[config.mk]
export PLATFORM = sky130hd
export DESIGN_NAME = mem_arbiter
export DESIGN_NICKNAME = d
export VERILOG_FILES = /design/src/rtl/mem_arbiter.sv
export SDC_FILE = /design/constraint.sdc
export NUM_CORES = 1
export LEC_CHECK = 0
export ABC_AREA = 1
export BUFFER_PORTS_ARGS = -buffer_cell sky130_fd_sc_hd__buf_2
export CORE_UTILIZATION = 47
export CTS_CLUSTER_SIZE = 20
export DETAILED_ROUTE_END_ITERATION = 8
export GPL_TIMING_DRIVEN = 0
export PLACE_DENSITY = 0.81
export SLEW_MARGIN = 20
export SYNTH_ARGS = -nofsm -noshare
export SYNTH_HDL_FRONTEND = slang
export SYNTH_SLANG_ARGS = --single-unit
[constraint.sdc]
create_clock -name clk -period 4 [get_ports clk]
set_clock_uncertainty 0.1 [all_clocks]
set_input_delay 0.8 -clock clk [delete_from_list [all_inputs] [get_ports clk]]
set_output_delay 0.8 -clock clk [all_outputs]
set_load 0.02 [all_outputs]
[src/rtl/mem_arbiter.sv]
// mem_arbiter: two-requester arbiter in front of a single-ported, byte-addressed
// memory with a combinational read path.
//
// Requester 0 is the CPU data port and requester 1 is the loader/debug port.
// Grants are combinational. Each accepted request is captured on the grant edge
// and driven to memory for exactly one ACCESS cycle. The response, either load
// data, a store acknowledge or an error, is presented to the owner one cycle
// after that. Fixed latency: grant N, memory N+1, rvalid N+2.
//
// Ports:
//   clk, rst_n                 clock, asynchronous active-low reset
//   rX_req_i / rX_lock_i       request, and a request to hold the grant
//   rX_addr_i / rX_mode_i      byte address and AddrMode (LB..SW)
//   rX_wdata_i                 store data
//   rX_gnt_o                   request accepted this cycle (combinational)
//   rX_rvalid_o / rX_rdata_o   one-cycle response and its load data
//   rX_err_o                   response belongs to a rejected access
//   mem_addr_o/mem_mode_o/mem_wd_o  captured access; idles as LW of address 0
//   mem_rd_i                   combinational read data from memory
module mem_arbiter #(
  parameter int unsigned DATA_WIDTH      = 32,
  parameter int unsigned ADDR_WIDTH      = 32,
  parameter int unsigned ADDR_REAL_WIDTH = 20
) (
  input  logic                  clk,
  input  logic                  rst_n,

  input  logic                  r0_req_i,
  input  logic [ADDR_WIDTH-1:0] r0_addr_i,
  input  logic [2:0]            r0_mode_i,
  input  logic [DATA_WIDTH-1:0] r0_wdata_i,
  input  logic                  r0_lock_i,
  output logic                  r0_gnt_o,
  output logic                  r0_rvalid_o,
  output logic [DATA_WIDTH-1:0] r0_rdata_o,
  output logic                  r0_err_o,

  input  logic                  r1_req_i,
  input  logic [ADDR_WIDTH-1:0] r1_addr_i,
  input  logic [2:0]            r1_mode_i,
  input  logic [DATA_WIDTH-1:0] r1_wdata_i,
  input  logic                  r1_lock_i,
  output logic                  r1_gnt_o,
  output logic                  r1_rvalid_o,
  output logic [DATA_WIDTH-1:0] r1_rdata_o,
  output logic                  r1_err_o,

  output logic [ADDR_WIDTH-1:0] mem_addr_o,
  output logic [2:0]            mem_mode_o,
  output logic [DATA_WIDTH-1:0] mem_wd_o,
  input  logic [DATA_WIDTH-1:0] mem_rd_i
);

  localparam logic [2:0] MODE_LB  = 3'b000;
  localparam logic [2:0] MODE_LH  = 3'b001;
  localparam logic [2:0] MODE_LW  = 3'b010;
  localparam logic [2:0] MODE_LBU = 3'b011;
  localparam logic [2:0] MODE_LHU = 3'b100;
  localparam logic [2:0] MODE_SB  = 3'b101;
  localparam logic [2:0] MODE_SH  = 3'b110;
  localparam logic [2:0] MODE_SW  = 3'b111;

  localparam int unsigned END_W = ADDR_WIDTH + 1;

  typedef enum logic {
    ST_IDLE   = 1'b0,
    ST_ACCESS = 1'b1
  } state_e;

  state_e state_q, state_d;

  // Arbitration state: last granted requester and whether it holds a lock.
  // last_q resets to 1 so that requester 0 has round-robin priority.
  logic last_q, last_d;
  logic lock_q, lock_d;

  // Captured access, driven straight to memory during ACCESS
  logic                  acc_owner_q, acc_owner_d;
  logic                  acc_err_q, acc_err_d;
  logic [ADDR_WIDTH-1:0] mem_addr_q, mem_addr_d;
  logic [2:0]            mem_mode_q, mem_mode_d;
  logic [DATA_WIDTH-1:0] mem_wd_q, mem_wd_d;

  // Per-requester response registers
  logic                  r0_rvalid_q, r0_rvalid_d;
  logic [DATA_WIDTH-1:0] r0_rdata_q, r0_rdata_d;
  logic                  r0_err_q, r0_err_d;
  logic                  r1_rvalid_q, r1_rvalid_d;
  logic [DATA_WIDTH-1:0] r1_rdata_q, r1_rdata_d;
  logic                  r1_err_q, r1_err_d;

  // Arbitration result and the selected request fields
  logic                  lock_hit;
  logic                  gnt_any;
  logic                  gnt_sel;
  logic [ADDR_WIDTH-1:0] sel_addr;
  logic [2:0]            sel_mode;
  logic [DATA_WIDTH-1:0] sel_wdata;
  logic                  sel_lock;

  // Request checking
  logic [1:0]            size_m1;
  logic                  misalign;
  logic [END_W-1:0]      end_addr;
  logic                  out_of_range;
  logic                  sel_reject;

  logic                  acc_is_store;
  logic [DATA_WIDTH-1:0] rsp_data;

  // A held lock persists only while its owner keeps both req and lock high
  assign lock_hit = lock_q && (last_q ? (r1_req_i && r1_lock_i)
                                      : (r0_req_i && r0_lock_i));

  // Grant selection: lock owner first, otherwise round-robin on contention.
  // No grant can be issued while reset is asserted.
  always_comb begin : arbitrate
    gnt_any = 1'b0;
    gnt_sel = 1'b0;
    if (rst_n) begin
      if (lock_hit) begin
        gnt_any = 1'b1;
        gnt_sel = last_q;
      end else if (r0_req_i && r1_req_i) begin
        gnt_any = 1'b1;
        gnt_sel = ~last_q;
      end else if (r0_req_i) begin
        gnt_any = 1'b1;
        gnt_sel = 1'b0;
      end else if (r1_req_i) begin
        gnt_any = 1'b1;
        gnt_sel = 1'b1;
      end
    end
  end

  assign r0_gnt_o = gnt_any && !gnt_sel;
  assign r1_gnt_o = gnt_any &&  gnt_sel;

  assign sel_addr  = gnt_sel ? r1_addr_i  : r0_addr_i;
  assign sel_mode  = gnt_sel ? r1_mode_i  : r0_mode_i;
  assign sel_wdata = gnt_sel ? r1_wdata_i : r0_wdata_i;
  assign sel_lock  = gnt_sel ? r1_lock_i  : r0_lock_i;

  // Alignment and range check of the selected request
  always_comb begin : check_access
    size_m1  = 2'd0;
    misalign = 1'b0;
    case (sel_mode)
      MODE_LH, MODE_LHU, MODE_SH: begin
        size_m1  = 2'd1;
        misalign = sel_addr[0];
      end
      MODE_LW, MODE_SW: begin
        size_m1  = 2'd3;
        misalign = |sel_addr[1:0];
      end
      default: begin
        size_m1  = 2'd0;
        misalign = 1'b0;
      end
    endcase
    // The last byte touched lies at or above the start address, so a single
    // test on it covers both the start and the end of the access.
    end_addr     = {1'b0, sel_addr} + END_W'(size_m1);
    out_of_range = |end_addr[END_W-1:ADDR_REAL_WIDTH];
    sel_reject   = misalign || out_of_range;
  end

  // Rejected accesses are captured as LW of 0, so only accepted stores remain
  assign acc_is_store = (mem_mode_q == MODE_SB) || (mem_mode_q == MODE_SH) ||
                        (mem_mode_q == MODE_SW);

  // Next-state, capture and response logic
  always_comb begin : next_state
    state_d     = ST_IDLE;
    last_d      = last_q;
    lock_d      = 1'b0;
    acc_owner_d = acc_owner_q;
    acc_err_d   = 1'b0;
    mem_addr_d  = '0;
    mem_mode_d  = MODE_LW;
    mem_wd_d    = '0;
    r0_rvalid_d = 1'b0;
    r0_rdata_d  = '0;
    r0_err_d    = 1'b0;
    r1_rvalid_d = 1'b0;
    r1_rdata_d  = '0;
    r1_err_d    = 1'b0;
    rsp_data    = '0;

    // A grant starts an ACCESS in either state
    if (gnt_any) begin
      state_d     = ST_ACCESS;
      last_d      = gnt_sel;
      lock_d      = sel_lock;
      acc_owner_d = gnt_sel;
      acc_err_d   = sel_reject;
      if (!sel_reject) begin
        mem_addr_d = sel_addr;
        mem_mode_d = sel_mode;
        mem_wd_d   = sel_wdata;
      end
    end

    // The edge ending ACCESS turns the access into its owner's response
    if (state_q == ST_ACCESS) begin
      rsp_data = (acc_err_q || acc_is_store) ? '0 : mem_rd_i;
      if (acc_owner_q) begin
        r1_rvalid_d = 1'b1;
        r1_rdata_d  = rsp_data;
        r1_err_d    = acc_err_q;
      end else begin
        r0_rvalid_d = 1'b1;
        r0_rdata_d  = rsp_data;
        r0_err_d    = acc_err_q;
      end
    end
  end

  // State register
  always_ff @(posedge clk or negedge rst_n) begin : state_reg
    if (!rst_n) begin
      state_q <= ST_IDLE;
    end else begin
      state_q <= state_d;
    end
  end

  // Datapath registers; reset immediately parks the memory port on a load
  always_ff @(posedge clk or negedge rst_n) begin : data_reg
    if (!rst_n) begin
      last_q      <= 1'b1;
      lock_q      <= 1'b0;
      acc_owner_q <= 1'b0;
      acc_err_q   <= 1'b0;
      mem_addr_q  <= '0;
      mem_mode_q  <= MODE_LW;
      mem_wd_q    <= '0;
      r0_rvalid_q <= 1'b0;
      r0_rdata_q  <= '0;
      r0_err_q    <= 1'b0;
      r1_rvalid_q <= 1'b0;
      r1_rdata_q  <= '0;
      r1_err_q    <= 1'b0;
    end else begin
      last_q      <= last_d;
      lock_q      <= lock_d;
      acc_owner_q <= acc_owner_d;
      acc_err_q   <= acc_err_d;
      mem_addr_q  <= mem_addr_d;
      mem_mode_q  <= mem_mode_d;
      mem_wd_q    <= mem_wd_d;
      r0_rvalid_q <= r0_rvalid_d;
      r0_rdata_q  <= r0_rdata_d;
      r0_err_q    <= r0_err_d;
      r1_rvalid_q <= r1_rvalid_d;
      r1_rdata_q  <= r1_rdata_d;
      r1_err_q    <= r1_err_d;
    end
  end

  assign mem_addr_o  = mem_addr_q;
  assign mem_mode_o  = mem_mode_q;
  assign mem_wd_o    = mem_wd_q;

  assign r0_rvalid_o = r0_rvalid_q;
  assign r0_rdata_o  = r0_rdata_q;
  assign r0_err_o    = r0_err_q;
  assign r1_rvalid_o = r1_rvalid_q;
  assign r1_rdata_o  = r1_rdata_q;
  assign r1_err_o    = r1_err_q;

endmodule

## Word-level counts from Yosys, hierarchy flattened

Cells that the tools add are included.

- Reduce and logical (&&, ||, !) cells: 15
- $add $sub $neg: 1
- Equality and inequality tests: 8
- Bitwise operators: 1
- Mux-type cells: 38

Operator list:

| kind | number |
|---|---|
| $mux W32 | 11 |
| $add A32 B2 Y33 | 1 |
| $mux W1 | 22 |
| $eq A3 B3 Y1 const B | 6 |
| $reduce_or A13 Y1 | 1 |
| $mux W3 | 3 |
| $logic_and A1 B1 Y1 | 6 |
| $logic_or A1 B1 Y1 | 4 |
| $pmux W2 S2 | 1 |
| $reduce_or A2 Y1 | 2 |
| $eq A3 B1 Y1 const B | 1 |
| $eq A3 B2 Y1 const B | 1 |
| $reduce_or A3 Y1 | 1 |
| $pmux W1 S2 | 1 |
| $logic_not A1 Y1 | 1 |
| $not A1 Y1 | 1 |

- Input port bits: 172
- Flip-flop bits (word level): 140

## Logic depth before layout (Yosys ltp)

Gate-level depths: netlist of run 1.

- Depth after elaboration: 14
- Depth in mapped cells: 27

## Worst setup path before layout of run 1

OpenSTA, ideal clock, no wires.

- Kind: input port to flip-flop
- Start point: in r1_lock_i
- End point: reg mem_addr_q[19] (netlist: mem_addr_o[19])
- Path buffers: 3
- Slack: 0.673 ns
- Setup time: 0.071 ns
- Data arrival time: 3.156 ns
- Stages on the path: 25
- Path through: nand2_1 -> nand2_1 -> nand3_2 -> nand2_4 -> nand2_2 -> buf_6 -> buf_2 -> nand2_1 -> nand2_1 -> ha_1 -> inv_1 -> nor2_1 -> nand2_1 -> nor2_1 -> nand3_1 -> nand2_2 -> nand2_1 -> nand2_1 -> nand2_1 -> nor2_1 -> nand3_1 -> nor2_4 -> nand2_4 -> buf_6 -> nor2_1

- Cells in the longest elaborated chain, start to end: 14
- Elaborated cells on any way between the ends: 24

RTL lines:

| what | RTL line | RTL |
|---|---|---|
| from (decl) | 42 | `input logic r1_lock_i,` |
| $logic_and A1 B1 Y1 * | 112 | `assign lock_hit = lock_q && (last_q ? (r1_req_i && r1_lock_i)` |
| $mux W1 * | 112 |  |
| $logic_and A1 B1 Y1 * | 112 |  |
| $mux W1 | 121 | `if (lock_hit) begin` |
| $mux W1 | 120 | `if (rst_n) begin` |
| $mux W3 | 141 | `assign sel_mode = gnt_sel ? r1_mode_i : r0_mode_i;` |
| $eq A3 B1 Y1, or another cell as far along | 149 | `case (sel_mode)` |
| $reduce_or A3 Y1 / $reduce_or A2 Y1 (equally long branches) | 149 |  |
| $pmux W2 S2 | 149 |  |
| $add A32 B2 Y33 | 165 | `end_addr = {1'b0, sel_addr} + END_W'(size_m1);` |
| $reduce_or A13 Y1 | 166 | `out_of_range = \|end_addr[END_W-1:ADDR_REAL_WIDTH];` |
| $logic_or A1 B1 Y1 | 167 | `sel_reject = misalign \|\| out_of_range;` |
| $mux W32 | 199 | `if (!sel_reject) begin` |
| $mux W32 * | 193 | `if (gnt_any) begin` |
| via mem_addr_d[19] | 80 | `logic [ADDR_WIDTH-1:0] mem_addr_q, mem_addr_d;` |
| to (signal assigned) | 251 | `mem_addr_q <= mem_addr_d;` |
| to (decl) | 80 |  |

The timed path passes the listed nets; every way through them passes the cells marked *.
A chain may end at the register's enable or synchronous reset.

## Final worst setup path of run 1

- Start point: reg last_q
- End point: reg mem_wd_q[19] (netlist: mem_wd_o[19])

- Cells in the longest elaborated chain, start to end: 13
- Elaborated cells on any way between the ends: 26

RTL lines:

| what | RTL line | RTL |
|---|---|---|
| from (decl) | 74 | `logic last_q, last_d;` |
| from (signal assigned) | 247 | `last_q <= last_d;` |
| $mux W1 / $not A1 Y1 (equally long branches) | 112, 126 |  |
| $logic_and A1 B1 Y1 / $mux W1 (equally long branches) | 112, 124 |  |
| $mux W1 | 121 |  |
| $mux W1 | 120 |  |
| $mux W3 | 141 |  |
| $eq A3 B1 Y1, or another cell as far along | 149 |  |
| $reduce_or A3 Y1 / $reduce_or A2 Y1 (equally long branches) | 149 |  |
| $pmux W2 S2 | 149 |  |
| $add A32 B2 Y33 | 165 |  |
| $reduce_or A13 Y1 | 166 |  |
| $logic_or A1 B1 Y1 | 167 |  |
| $mux W32 | 199 |  |
| $mux W32 * | 193 |  |
| via mem_wd_d[19] | 82 | `logic [DATA_WIDTH-1:0] mem_wd_q, mem_wd_d;` |
| to (signal assigned) | 253 | `mem_wd_q <= mem_wd_d;` |
| to (decl) | 82 |  |

Marked as above.

==> flow_summary_export.csv, run 1 <==
group,metric,value,unit
outcome,run_status,"complete, no violations",
layout,layout.cells.non_filler,1328,
logic_synthesis,synth_area_per_cell,8.040,um^2
layout,final_layout_fill_cell_count,1109,
routing,vias,6516,
layout,final_core_utilization,67.28,%
logic_synthesis,synth.yosys.seq_area_share,54.58,%
die,die_height,118.9,um
grt,grt.total_usage,29.19,%
placement,place.gp.congestion,0.9777,
layout,layout-area-overhead-vs-synth,39.25,%
power,max-vdd-ir-drop,275.1,uV
clocking,clock_latency,410,ps
die,number_of_top_level_pins,309,
routing,detail-route-antenna-nets,0,
die,floorplan.rows,42,
logic_synthesis,post_synthesis_cells,799,
worst_setup_path,critical_path.startpoint_type,"flip-flop",
grt,number_of_global_route_vias_before_repair,6047,
worst_setup_path,cp.required,4230,ps
clocking,cts_tree,"done",
clocking,post-cts-setup-buffers,0,
sta,max_clock_freq,270.4,MHz
placement,portBuffers,308,
sta,final_count_of_hold_timing_violations,0,
logic_synthesis,synth.yosys.warnings,0,
layout,multi_input_comb_area,0.002430,mm^2
grt,overflow,0,
layout,proportion_of_layout_cells_with_a_drive_suffix_above_1,32.84,%
logic_synthesis,synth_area,0.006424,mm^2
clocking,master_cell_of_the_clock_root_buffer,"sky130_fd_sc_hd__clkbuf_16",
sta,finalCritPeriodShare,92.46,%
clocking,cts-buffers-inserted,17,
sta,final-max-slew-violation-count,0,
layout,nNetsFinal,1311,
worst_setup_path,worst-setup-path-type,"flip-flop to flip-flop",
sta,setup_viol_count_final,0,
hold_path,hold_class,"input pin to async pin",
die,die_footprint,0.01414,mm^2
placement,postPlaceCellArea,0.008264,mm^2
sta,fin_crit,3698,ps
sta,tightestPinTransition,697.0,ps
layout,area_occupied_by_registers,0.003506,mm^2
layout,final_cell_area,0.008945,mm^2
placement,preCtsSetupSlack,-532.3,ps
sta,final_critical_path_setup_slack,301.5,ps
routing,drt_iter0_drc,463,
routing,detail_route.drc_violations,0,
routing,postRouteWirelength,20500,um
placement,placed_cells,1295,
layout,mostFrequentLayoutCells,"sky130_fd_sc_hd__buf_2 (313), sky130_fd_sc_hd__nand2_1 (227), sky130_fd_sc_hd__nor2_1 (183), sky130_fd_sc_hd__dfrtp_1 (138), sky130_fd_sc_hd__inv_1 (84)",
power,power.density,423.7,mW/mm^2
clocking,cts-root-to-sink-buffers,2,
sta,relSlewSlack,53.36,%
clocking,h-tree-depth,4,
flow_run,cap_violations,0,
grt,grt_start_max_net_pins,74,
clocking,clkSinkCount,140,
routing,vias_per_cell,4.907,
die,die_w,118.9,um
worst_setup_path,timing.critical_path.arrival,3930,ps
worst_setup_path,top_fanout_value_on_the_critical_path,10,
worst_setup_path,endpoint_kind,"flip-flop",
grt,grt_pass1_wl,31570,um
routing,drt_first_pass_iters,6,
logic_synthesis,synth-edff-count,0,
logic_synthesis,postSynth.asyncResetShare,100.0,%
grt,grt_antenna_before_repair,1,
sta,setup_repair_after_global_routing_missed_its_margin,"false",
power,cellLeakagePower,0.005275,uW
logic_synthesis,ys_ff_latch,140,
clocking,clkTransAtPathRegs,60,ps
die,core_region_area,0.01330,mm^2
worst_setup_path,launch_point_of_the_worst_reg_to_reg_path,"last_q",
layout,mostFrequentLayoutCell,"sky130_fd_sc_hd__buf_2",
logic_synthesis,synth_ff_type,"sky130_fd_sc_hd__dfrtp_1",
logic_synthesis,yosys.cell_types.count,32,
routing,wl_per_cell,15.43,um
placement,place_hpwl,15450,um
worst_setup_path,launching_instance_or_port_of_the_critical_path,"last_q",
die,initial_utilization,48.32,%
## Yosys cell counts, types with 2 or more instances
cell type / number / area, um^2
sky130_fd_sc_hd__dfstp_2: 2 / 52.55
sky130_fd_sc_hd__nor2_1: 183 / 686.9
sky130_fd_sc_hd__nand2_1: 227 / 852.1
sky130_fd_sc_hd__o21ai_1: 3 / 15.01
sky130_fd_sc_hd__nand3b_1: 5 / 37.54
sky130_fd_sc_hd__inv_1: 84 / 315.3
sky130_fd_sc_hd__buf_4: 2 / 15.01
sky130_fd_sc_hd__buf_2: 6 / 30.03
sky130_fd_sc_hd__a21oi_1: 5 / 25.02
sky130_fd_sc_hd__buf_6: 8 / 90.09
sky130_fd_sc_hd__a22o_1: 34 / 297.8
sky130_fd_sc_hd__inv_2: 5 / 18.77
sky130_fd_sc_hd__o21a_1: 2 / 15.01
sky130_fd_sc_hd__nand2_4: 2 / 22.52
sky130_fd_sc_hd__clkbuf_1: 14 / 52.55
sky130_fd_sc_hd__nand2_2: 3 / 18.77
sky130_fd_sc_hd__nor2_2: 3 / 18.77
sky130_fd_sc_hd__o21ai_0: 4 / 20.02
sky130_fd_sc_hd__nand4_1: 9 / 56.30
sky130_fd_sc_hd__nand3_1: 43 / 215.2
sky130_fd_sc_hd__and3_1: 2 / 12.51
sky130_fd_sc_hd__dfrtp_1: 138 / 3453
sky130_fd_sc_hd__buf_1: 2 / 7.510
sky130_fd_sc_hd__nor3_1: 5 / 25.02
## power by group
| part | internal [uW] | switching (uW) | total [uW] |
|---|---|---|---|
| registers | 1450 | 13.0 | 1470 |
| logic | 212 | 403 | 615 |
| clock network | 1020 | 686 | 1710 |
| total | 2690 | 1100 | 3790 |
## metrics by stage
stage	setup TNS (ps)	hold WS (ps)	total power, uW
after floorplan	0	386.1	1844
after detailed placement	-24560	423.9	2096
after CTS	0	240.8	3797
after global placement	-141500	410.8	2087
final	0	123.8	3790
after global routing	0	116.1	3954
## logic make-up (layout without fill, tap and decap cells)
kind of cell               Yosys count  count (layout)  synth area share (%)
AOI/OAI and AO/OA                   50              50                 6.058
other                                1              13               0.05838
and+or+nand+nor                    486             486                 30.87
buffers and inverters              121             462                 8.239
adders and majority gates            1               1                0.1947
DFF                                140             140                 54.58
## worst max-delay path, cell delays in order (launching register included)
cell and delay, ps:
sky130_fd_sc_hd__dfstp_2 550, sky130_fd_sc_hd__inv_1 70, sky130_fd_sc_hd__nand4_1 70, sky130_fd_sc_hd__nand2_1 90, sky130_fd_sc_hd__inv_4 120, sky130_fd_sc_hd__nand2_2 100
sky130_fd_sc_hd__buf_6 150, sky130_fd_sc_hd__buf_2 170, sky130_fd_sc_hd__nand2_1 70, sky130_fd_sc_hd__nand2_1 90, sky130_fd_sc_hd__ha_1 310, sky130_fd_sc_hd__inv_1 40
sky130_fd_sc_hd__nor2_1 130, sky130_fd_sc_hd__nand2_1 70, sky130_fd_sc_hd__nor2_1 100, sky130_fd_sc_hd__nand3_1 90, sky130_fd_sc_hd__nand2_2 140, sky130_fd_sc_hd__nand2_1 70
sky130_fd_sc_hd__nand2_1 60, sky130_fd_sc_hd__nand2_1 60, sky130_fd_sc_hd__nor2_1 120, sky130_fd_sc_hd__nand3_1 180, sky130_fd_sc_hd__nor2_4 200, sky130_fd_sc_hd__nand2_4 140
sky130_fd_sc_hd__buf_6 170, sky130_fd_sc_hd__nor2_1 150
## timing repair
| item | CTS | global route |
|---|---|---|
| cloned | 0 | 1 |
| resized for setup | 0 | 3 |
| setup endpoints to repair | 51 | 54 |
| hold buffers | 0 | 0 |
## per-layer routing
metal / share of wire [%] / wire [um] / track usage, % / vias up
li1: - / - / - / 3133
met1: 40 / 8298 / 36.21 / 3023
met2: 50 / 10330 / 50.15 / 324
met3: 6.6 / 1346 / 5.556 / 36
met4: 2.5 / 521 / 11.55 / 0
met5: 0 / 0 / 0 / -
## cell type report
cell class	instances	share of cell area [%]
Inverter	89	3.763
Clock inverter	15	2.420
Timing Repair Buffer	310	18.07
Tap cell	176	2.462
Antenna cell	1	0.02798
Multi-Input combinational cell	549	27.16
Clock buffer	17	4.756
Sequential cell	140	39.19
Buffer	31	2.140
## worst paths after layout
| check | to | slack [ps] | depth (start not counted) |
|---|---|---|---|
| worst max-delay path | mem_wd_o[19] | 300 | 25 |
| worst min register to register | last_q | 430 | 2 |
| worst max register to register | mem_wd_o[19] | 300 | 25 |
| worst min-delay path | mem_wd_o[31] | 120 | 1 |
| max in group asynchronous | mem_addr_o[13] | 3110 | 2 |
| min in group clk | last_q | 430 | 2 |
## registers in the layout, summed over array words and instances, names as in the netlist
register,cells
r0_err_o,1
mem_addr_o,32
r1_rdata_o,32
mem_mode_o,3
r1_err_o,1
acc_owner_q,1
acc_err_q,1
mem_wd_o,32
r0_rvalid_o,1
state_q,1
r1_rvalid_o,1
last_q,1
r0_rdata_o,32
lock_q,1
(Power assumes the default switching activity.)
==> run 2: changes to the inputs <==
--- a/config.mk
+++ b/config.mk
@@ -7,11 +7,14 @@
 export LEC_CHECK = 0
 export ABC_AREA = 1
 export BUFFER_PORTS_ARGS = -buffer_cell sky130_fd_sc_hd__buf_2
-export CORE_UTILIZATION = 47
+export CELL_PAD_IN_SITES_DETAIL_PLACEMENT = 1
+export CELL_PAD_IN_SITES_GLOBAL_PLACEMENT = 1
+export CORE_UTILIZATION = 32
+export CTS_CLUSTER_DIAMETER = 120
 export CTS_CLUSTER_SIZE = 20
 export DETAILED_ROUTE_END_ITERATION = 8
 export GPL_TIMING_DRIVEN = 0
-export PLACE_DENSITY = 0.81
+export PLACE_DENSITY_LB_ADDON = 0.1
 export SLEW_MARGIN = 20
 export SYNTH_ARGS = -nofsm -noshare
 export SYNTH_HDL_FRONTEND = slang
==> run 2 against run 1 <==
  * First-iteration DRC count decreased by 58%
  * Wire length increased by 8.5%
  * Non-clock buffer count fell by 1
  * Register-to-register slack better by 50 ps
  * Count of clock-buffer cells in the layout grew 2
  * Die area grew 46%
  * Setup slack better by 46 ps
  * Global-route usage is 7.2 points lower
  * Critical endpoint is now mem_wd_o[12]
  * Largest power group unchanged
==> flow_summary_export.csv, run 2 (synthesized netlist as in run 1, its figures left out) <==
group,metric,value,unit
placement,place_hpwl,17660,um
sta,setup_viol_count_final,0,
hold_path,hold_class,"input pin to async pin",
placement,postPlaceCellArea,0.008376,mm^2
power,p_sw,1023,uW
layout,final_core_utilization,45.78,%
grt,grt_pass1_wl,33860,um
power,power.density,404.0,mW/mm^2
sta,totalNegativeSetupSlack,0,ps
worst_setup_path,top_fanout_value_on_the_critical_path,10,
worst_setup_path,worst-setup-path-type,"flip-flop to flip-flop",
layout,proportion_of_layout_cells_with_a_drive_suffix_above_1,32.70,%
clocking,cts-root-to-sink-buffers,2,
sta,finalCritPeriodShare,91.31,%
power,p_comb_share,16.9,%
sta,final-max-slew-violation-count,0,
worst_setup_path,critical_path.startpoint_type,"flip-flop",
power,max-vdd-ir-drop,201.6,uV
routing,detail-route-antenna-nets,0,
clocking,cts_tree,"done",
die,die_w,143.7,um
die,die_height,143.7,um
routing,wl_per_cell,15.71,um
layout,final_cell_area,0.008969,mm^2
layout,layout-area-overhead-vs-synth,39.62,%
layout,nNetsFinal,1310,
layout,final_layout_fill_cell_count,2498,
routing,drt_iter0_drc,193,
sta,tightestPinTransition,627.9,ps
worst_setup_path,cp.required,4240,ps
routing,drt_first_pass_iters,4,
power,power.internal,2600,uW
clocking,h-tree-depth,4,
sta,fin_crit,3653,ps
sta,setup_repair_after_global_routing_missed_its_margin,"false",
grt,grt_antenna_before_repair,0,
layout,mostFrequentLayoutCell,"sky130_fd_sc_hd__buf_2",
clocking,clock_latency,420,ps
clocking,post-cts-setup-buffers,0,
die,initial_utilization,32.79,%
worst_setup_path,timing.critical_path.arrival,3900,ps
routing,vias,6405,
grt,overflow,0,
grt,grt.total_usage,21.94,%
routing,vias_per_cell,4.527,
die,floorplan.rows,51,
sta,relSlewSlack,57.99,%
power,p_sw_share,28.24,%
die,number_of_top_level_pins,309,
sta,worst_hold_slack,126.5,ps
sta,max_clock_freq,273.8,MHz
grt,grt_start_max_net_pins,101,
clocking,master_cell_of_the_clock_root_buffer,"sky130_fd_sc_hd__clkbuf_16",
die,die_footprint,0.02064,mm^2
power,report.power.total,3623,uW
clocking,cts-buffers-inserted,17,
clocking,clkSinkCount,140,
clocking,postCtsHoldBufs,0,
grt,number_of_global_route_vias_before_repair,6392,
flow_run,cap_violations,0,
clocking,post_cts_resized,0,
clocking,clkTransAtPathRegs,60,ps
placement,portBuffers,308,
power,seq_power_share,40.5,%
layout,antenna_cells_inserted,0,
worst_setup_path,endpoint_kind,"flip-flop",
outcome,run_status,"complete, no violations",
layout,mostFrequentLayoutCells,"sky130_fd_sc_hd__buf_2 (313), sky130_fd_sc_hd__nand2_1 (227), sky130_fd_sc_hd__nor2_1 (183), sky130_fd_sc_hd__dfrtp_1 (138), sky130_fd_sc_hd__inv_1 (84)",
routing,postRouteWirelength,22230,um
placement,place.gp.congestion,0.8788,
sta,final_count_of_hold_timing_violations,0,
die,core_region_area,0.01959,mm^2
power,cellLeakagePower,0.005215,uW
power,clockPowerShare,42.6,%
routing,detail_route.drc_violations,0,
run 2: final timing paths:
| check | startpoint | to | slack (ps) | cells past startpoint |
|---|---|---|---|---|
| hold / removal | rst_n | mem_addr_o[21] | 130 | 1 |
| max in group asynchronous | rst_n | r1_rdata_o[28] | 2900 | 2 |
| setup / recovery | last_q | mem_wd_o[12] | 350 | 25 |
| min in group clk | last_q | last_q | 450 | 2 |
| hold reg to reg | last_q | last_q | 450 | 2 |
| setup reg to reg | last_q | mem_wd_o[12] | 350 | 25 |
run 2: per-layer routing:
layer	GRT usage (%)	wire length [um]	vias up
li1	-	-	3126
met1	25.19	9065	3033
met2	39.93	11430	219
met3	4.865	1320	27
met4	7.503	413	0
met5	0	0	-
run 2: critical path, stage by stage, from the launching register on:
cell and delay (ps):
sky130_fd_sc_hd__dfstp_2 550, sky130_fd_sc_hd__inv_1 70, sky130_fd_sc_hd__nand4_1 70, sky130_fd_sc_hd__nand2_1 90, sky130_fd_sc_hd__inv_4 120, sky130_fd_sc_hd__nand2_2 100, sky130_fd_sc_hd__buf_6 150, sky130_fd_sc_hd__buf_2 200
sky130_fd_sc_hd__nand2_1 80, sky130_fd_sc_hd__nand2_1 100, sky130_fd_sc_hd__ha_1 320, sky130_fd_sc_hd__inv_1 40, sky130_fd_sc_hd__nor2_1 130, sky130_fd_sc_hd__nand2_1 70, sky130_fd_sc_hd__nor2_1 100, sky130_fd_sc_hd__nand3_1 110
sky130_fd_sc_hd__nand2_4 130, sky130_fd_sc_hd__nand2_1 70, sky130_fd_sc_hd__nand2_1 60, sky130_fd_sc_hd__nand2_1 60, sky130_fd_sc_hd__nor2_1 130, sky130_fd_sc_hd__nand3_1 120, sky130_fd_sc_hd__nor2_4 190, sky130_fd_sc_hd__nand2_4 140
sky130_fd_sc_hd__buf_6 180, sky130_fd_sc_hd__nor2_1 100
run 2: stage by stage:
| step | setup slack [ps] | instances |
|---|---|---|
| global route | 0.2109 | 1415 |
| finish | 347.4 | 1415 |
| floorplan | 672.6 | 810 |
| global placement | -2655 | 1383 |
| detailed placement | -407.1 | 1384 |
| CTS | 53.66 | 1416 |
run 2: cell type report:
cell class | instances | area (um^2) | area share (%)
sequential | 140 | 3506 | 39.09
multi-input combinational | 549 | 2435 | 27.15
timing repair buffer | 309 | 1584 | 17.66
clock inverter | 13 | 141.4 | 1.576
inverter | 89 | 336.6 | 3.753
tap | 265 | 331.6 | 3.697
clock buffer | 19 | 442.9 | 4.939
buffer | 31 | 191.4 | 2.134
run 2: power by group through the flow:
| stage | registers, uW | clock network, uW | logic, uW |
|---|---|---|---|
| floorplan | 1540 | 0 | 306 |
| global placement | 1490 | 0 | 605 |
| detailed placement | 1490 | 0 | 617 |
| CTS | 1470 | 1580 | 621 |
| global route | 1470 | 1640 | 687 |
| finish | 1470 | 1540 | 611 |
==> run 3: changes to the inputs <==
--- a/config.mk
+++ b/config.mk
@@ -10,6 +10,7 @@
 export CELL_PAD_IN_SITES_DETAIL_PLACEMENT = 1
 export CELL_PAD_IN_SITES_GLOBAL_PLACEMENT = 1
 export CORE_UTILIZATION = 32
+export CTS_BUF_LIST = sky130_fd_sc_hd__clkbuf_16
 export CTS_CLUSTER_DIAMETER = 120
 export CTS_CLUSTER_SIZE = 20
 export DETAILED_ROUTE_END_ITERATION = 8
==> run 3 against run 2 <==
  * Count of clock-buffer cells in the layout decreased by 2
  * Sequential share of layout area barely moved
  * Maximum frequency about the same
  * Core utilization decreased by 0.051 points
  * Critical endpoint unchanged
  * Register-to-register slack about the same
==> flow_summary_export.csv, run 3 (synthesized netlist as in run 1, its figures left out) <==
group,metric,value,unit
outcome,run_status,"complete, no violations",
grt,overflow,0,
sta,fin_crit,3653,ps
placement,preCtsSetupSlack,-407.1,ps
die,core_region_area,0.01959,mm^2
clocking,cts_tree,"done",
sta,max_clock_freq,273.8,MHz
placement,postPlaceCellArea,0.008376,mm^2
sta,finalCritPeriodShare,91.32,%
flow_run,cap_violations,0,
worst_setup_path,worst-setup-path-type,"flip-flop to flip-flop",
power,max-vdd-ir-drop,201.8,uV
routing,detail_route.drc_violations,0,
grt,number_of_global_route_vias_before_repair,6392,
routing,vias,6403,
power,power.density,402.0,mW/mm^2
worst_setup_path,timing.critical_path.arrival,3900,ps
clocking,clkSinkCount,140,
worst_setup_path,top_fanout_value_on_the_critical_path,10,
layout,final_layout_fill_cell_count,2498,
die,die_footprint,0.02064,mm^2
worst_setup_path,critPathMostFrequentCell,"sky130_fd_sc_hd__nand2_1",
layout,antenna_cells_inserted,0,
clocking,clkTransAtPathRegs,60,ps
clocking,cts-root-to-sink-buffers,2,
die,initial_utilization,32.79,%
grt,grt.total_usage,21.94,%
worst_setup_path,endpoint_kind,"flip-flop",
layout,mostFrequentLayoutCells,"sky130_fd_sc_hd__buf_2 (313), sky130_fd_sc_hd__nand2_1 (227), sky130_fd_sc_hd__nor2_1 (183), sky130_fd_sc_hd__dfrtp_1 (138), sky130_fd_sc_hd__inv_1 (85)",
sta,final_count_of_hold_timing_violations,0,
routing,detail-route-antenna-nets,0,
sta,worst_hold_slack,126.0,ps
routing,drt_iter0_drc,193,
clocking,postCtsHoldBufs,0,
layout,layout.cells.non_filler,1415,
grt,grt_pass1_wl,33860,um
worst_setup_path,critical_path.startpoint_type,"flip-flop",
routing,drt_first_pass_iters,4,
placement,place.gp.congestion,0.8788,
sta,setup_repair_after_global_routing_missed_its_margin,"false",
layout,nNetsFinal,1310,
grt,grt_antenna_before_repair,0,
clocking,h-tree-depth,4,
clocking,master_cell_of_the_clock_root_buffer,"sky130_fd_sc_hd__clkbuf_16",
routing,wl_per_cell,15.70,um
grt,grt_start_max_net_pins,101,
power,cellLeakagePower,0.005214,uW
sta,final_critical_path_setup_slack,347.2,ps
layout,final_cell_area,0.008959,mm^2
clocking,cts-buffers-inserted,17,
die,floorplan.rows,51,
sta,setup_viol_count_final,0,
sta,relSlewSlack,57.99,%
grt,global_routing_s_busiest_layer,"met2",
hold_path,hold_class,"input pin to async pin",
layout,mostFrequentLayoutCell,"sky130_fd_sc_hd__buf_2",
placement,placed_cells,1384,
die,die_w,143.7,um
worst_setup_path,cp.required,4240,ps
worst_setup_path,critical_path.top_delay_family,"simple AND/OR/NAND/NOR gates",
layout,layout-area-overhead-vs-synth,39.46,%
placement,portBuffers,308,
worst_setup_path,slowest_stage,"sky130_fd_sc_hd__dfstp_2",
sta,tightestPinTransition,627.9,ps
layout,proportion_of_layout_cells_with_a_drive_suffix_above_1,32.61,%
placement,place_hpwl,17660,um
grt,grt_util_met1,25.19,%
routing,vias_per_cell,4.525,
die,number_of_top_level_pins,309,
sta,final-max-slew-violation-count,0,
worst_setup_path,cp.buffers_inverters,6,
clocking,clock_latency,420,ps
die,die_height,143.7,um
grt,grt_use_met2,39.93,%
routing,postRouteWirelength,22220,um
grt,grt.met3_usage,4.865,%
worst_setup_path,critical_path.max_stage_delay,550,ps
run 3: worst reg2reg max path: stages, from the launching register on:
cell                      delay, ps
sky130_fd_sc_hd__dfstp_2        550
sky130_fd_sc_hd__inv_1           70
sky130_fd_sc_hd__nand4_1         70
sky130_fd_sc_hd__nand2_1         90
sky130_fd_sc_hd__inv_4          120
sky130_fd_sc_hd__nand2_2        100
sky130_fd_sc_hd__buf_6          150
sky130_fd_sc_hd__buf_2          200
sky130_fd_sc_hd__nand2_1         90
sky130_fd_sc_hd__nand2_1        100
sky130_fd_sc_hd__ha_1           320
sky130_fd_sc_hd__inv_1           40
sky130_fd_sc_hd__nor2_1         130
sky130_fd_sc_hd__nand2_1         70
sky130_fd_sc_hd__nor2_1         100
sky130_fd_sc_hd__nand3_1        110
sky130_fd_sc_hd__nand2_4        130
sky130_fd_sc_hd__nand2_1         70
sky130_fd_sc_hd__nand2_1         60
sky130_fd_sc_hd__nand2_1         60
sky130_fd_sc_hd__nor2_1         130
sky130_fd_sc_hd__nand3_1        120
sky130_fd_sc_hd__nor2_4         190
sky130_fd_sc_hd__nand2_4        140
sky130_fd_sc_hd__buf_6          180
sky130_fd_sc_hd__nor2_1         100
run 3: where the power goes:
part           switching (uW)  internal, uW  total [uW]
sequential               12.0          1460        1470
clock                     609           913        1520
combinational             403           209         612
total                    1020          2580        3600
run 3: stage by stage:
stage / total power [uW] / TNS (ps) / util (%)
after floorplan: 1844 / 0 / -
after global placement: 2098 / -156190 / 42.56
after detailed placement: 2111 / -19780 / 42.75
after CTS: 3647 / 0 / 45.69
after global routing: 3777 / 0 / 45.73
final: 3601 / 0 / 45.73
run 3: cell type report:
cell class / instances / area, um^2 / share of cell area (%)
clock inverters: 15 / 148.9 / 1.662
multi-input cells: 549 / 2435 / 27.18
plain buffers: 31 / 191.4 / 2.137
repair buffers: 309 / 1584 / 17.68
inverters: 89 / 336.6 / 3.757
flip-flops and latches: 140 / 3506 / 39.13
clock buffers: 17 / 425.4 / 4.749
well taps: 265 / 331.6 / 3.701
run 3: worst paths after layout:
| check | from | endpoint | slack [ps] | cells after the start |
|---|---|---|---|---|
| max | last_q | mem_wd_o[12] | 350 | 25 |
| min | rst_n | mem_addr_o[21] | 130 | 1 |
| max reg2reg | last_q | mem_wd_o[12] | 350 | 25 |
| min reg2reg | last_q | last_q | 450 | 2 |
| max in group asynchronous | rst_n | r1_rdata_o[28] | 2900 | 2 |
| min in group clk | last_q | last_q | 450 | 2 |
run 3: repair_timing:
item / 4_1_cts / 5_1_grt
endpoints found under the setup margin: 0 / 55
resized for setup: 0 / 3
buffers inserted: 0 / 0
run 3: layer usage:
metal	part of all wire [%]	vias to the layer above	wire (um)
met5	0	-	0
met4	1.9	0	413
met3	6.2	27	1388
met2	51	225	11410
met1	41	3026	9002
li1	-	3125	-
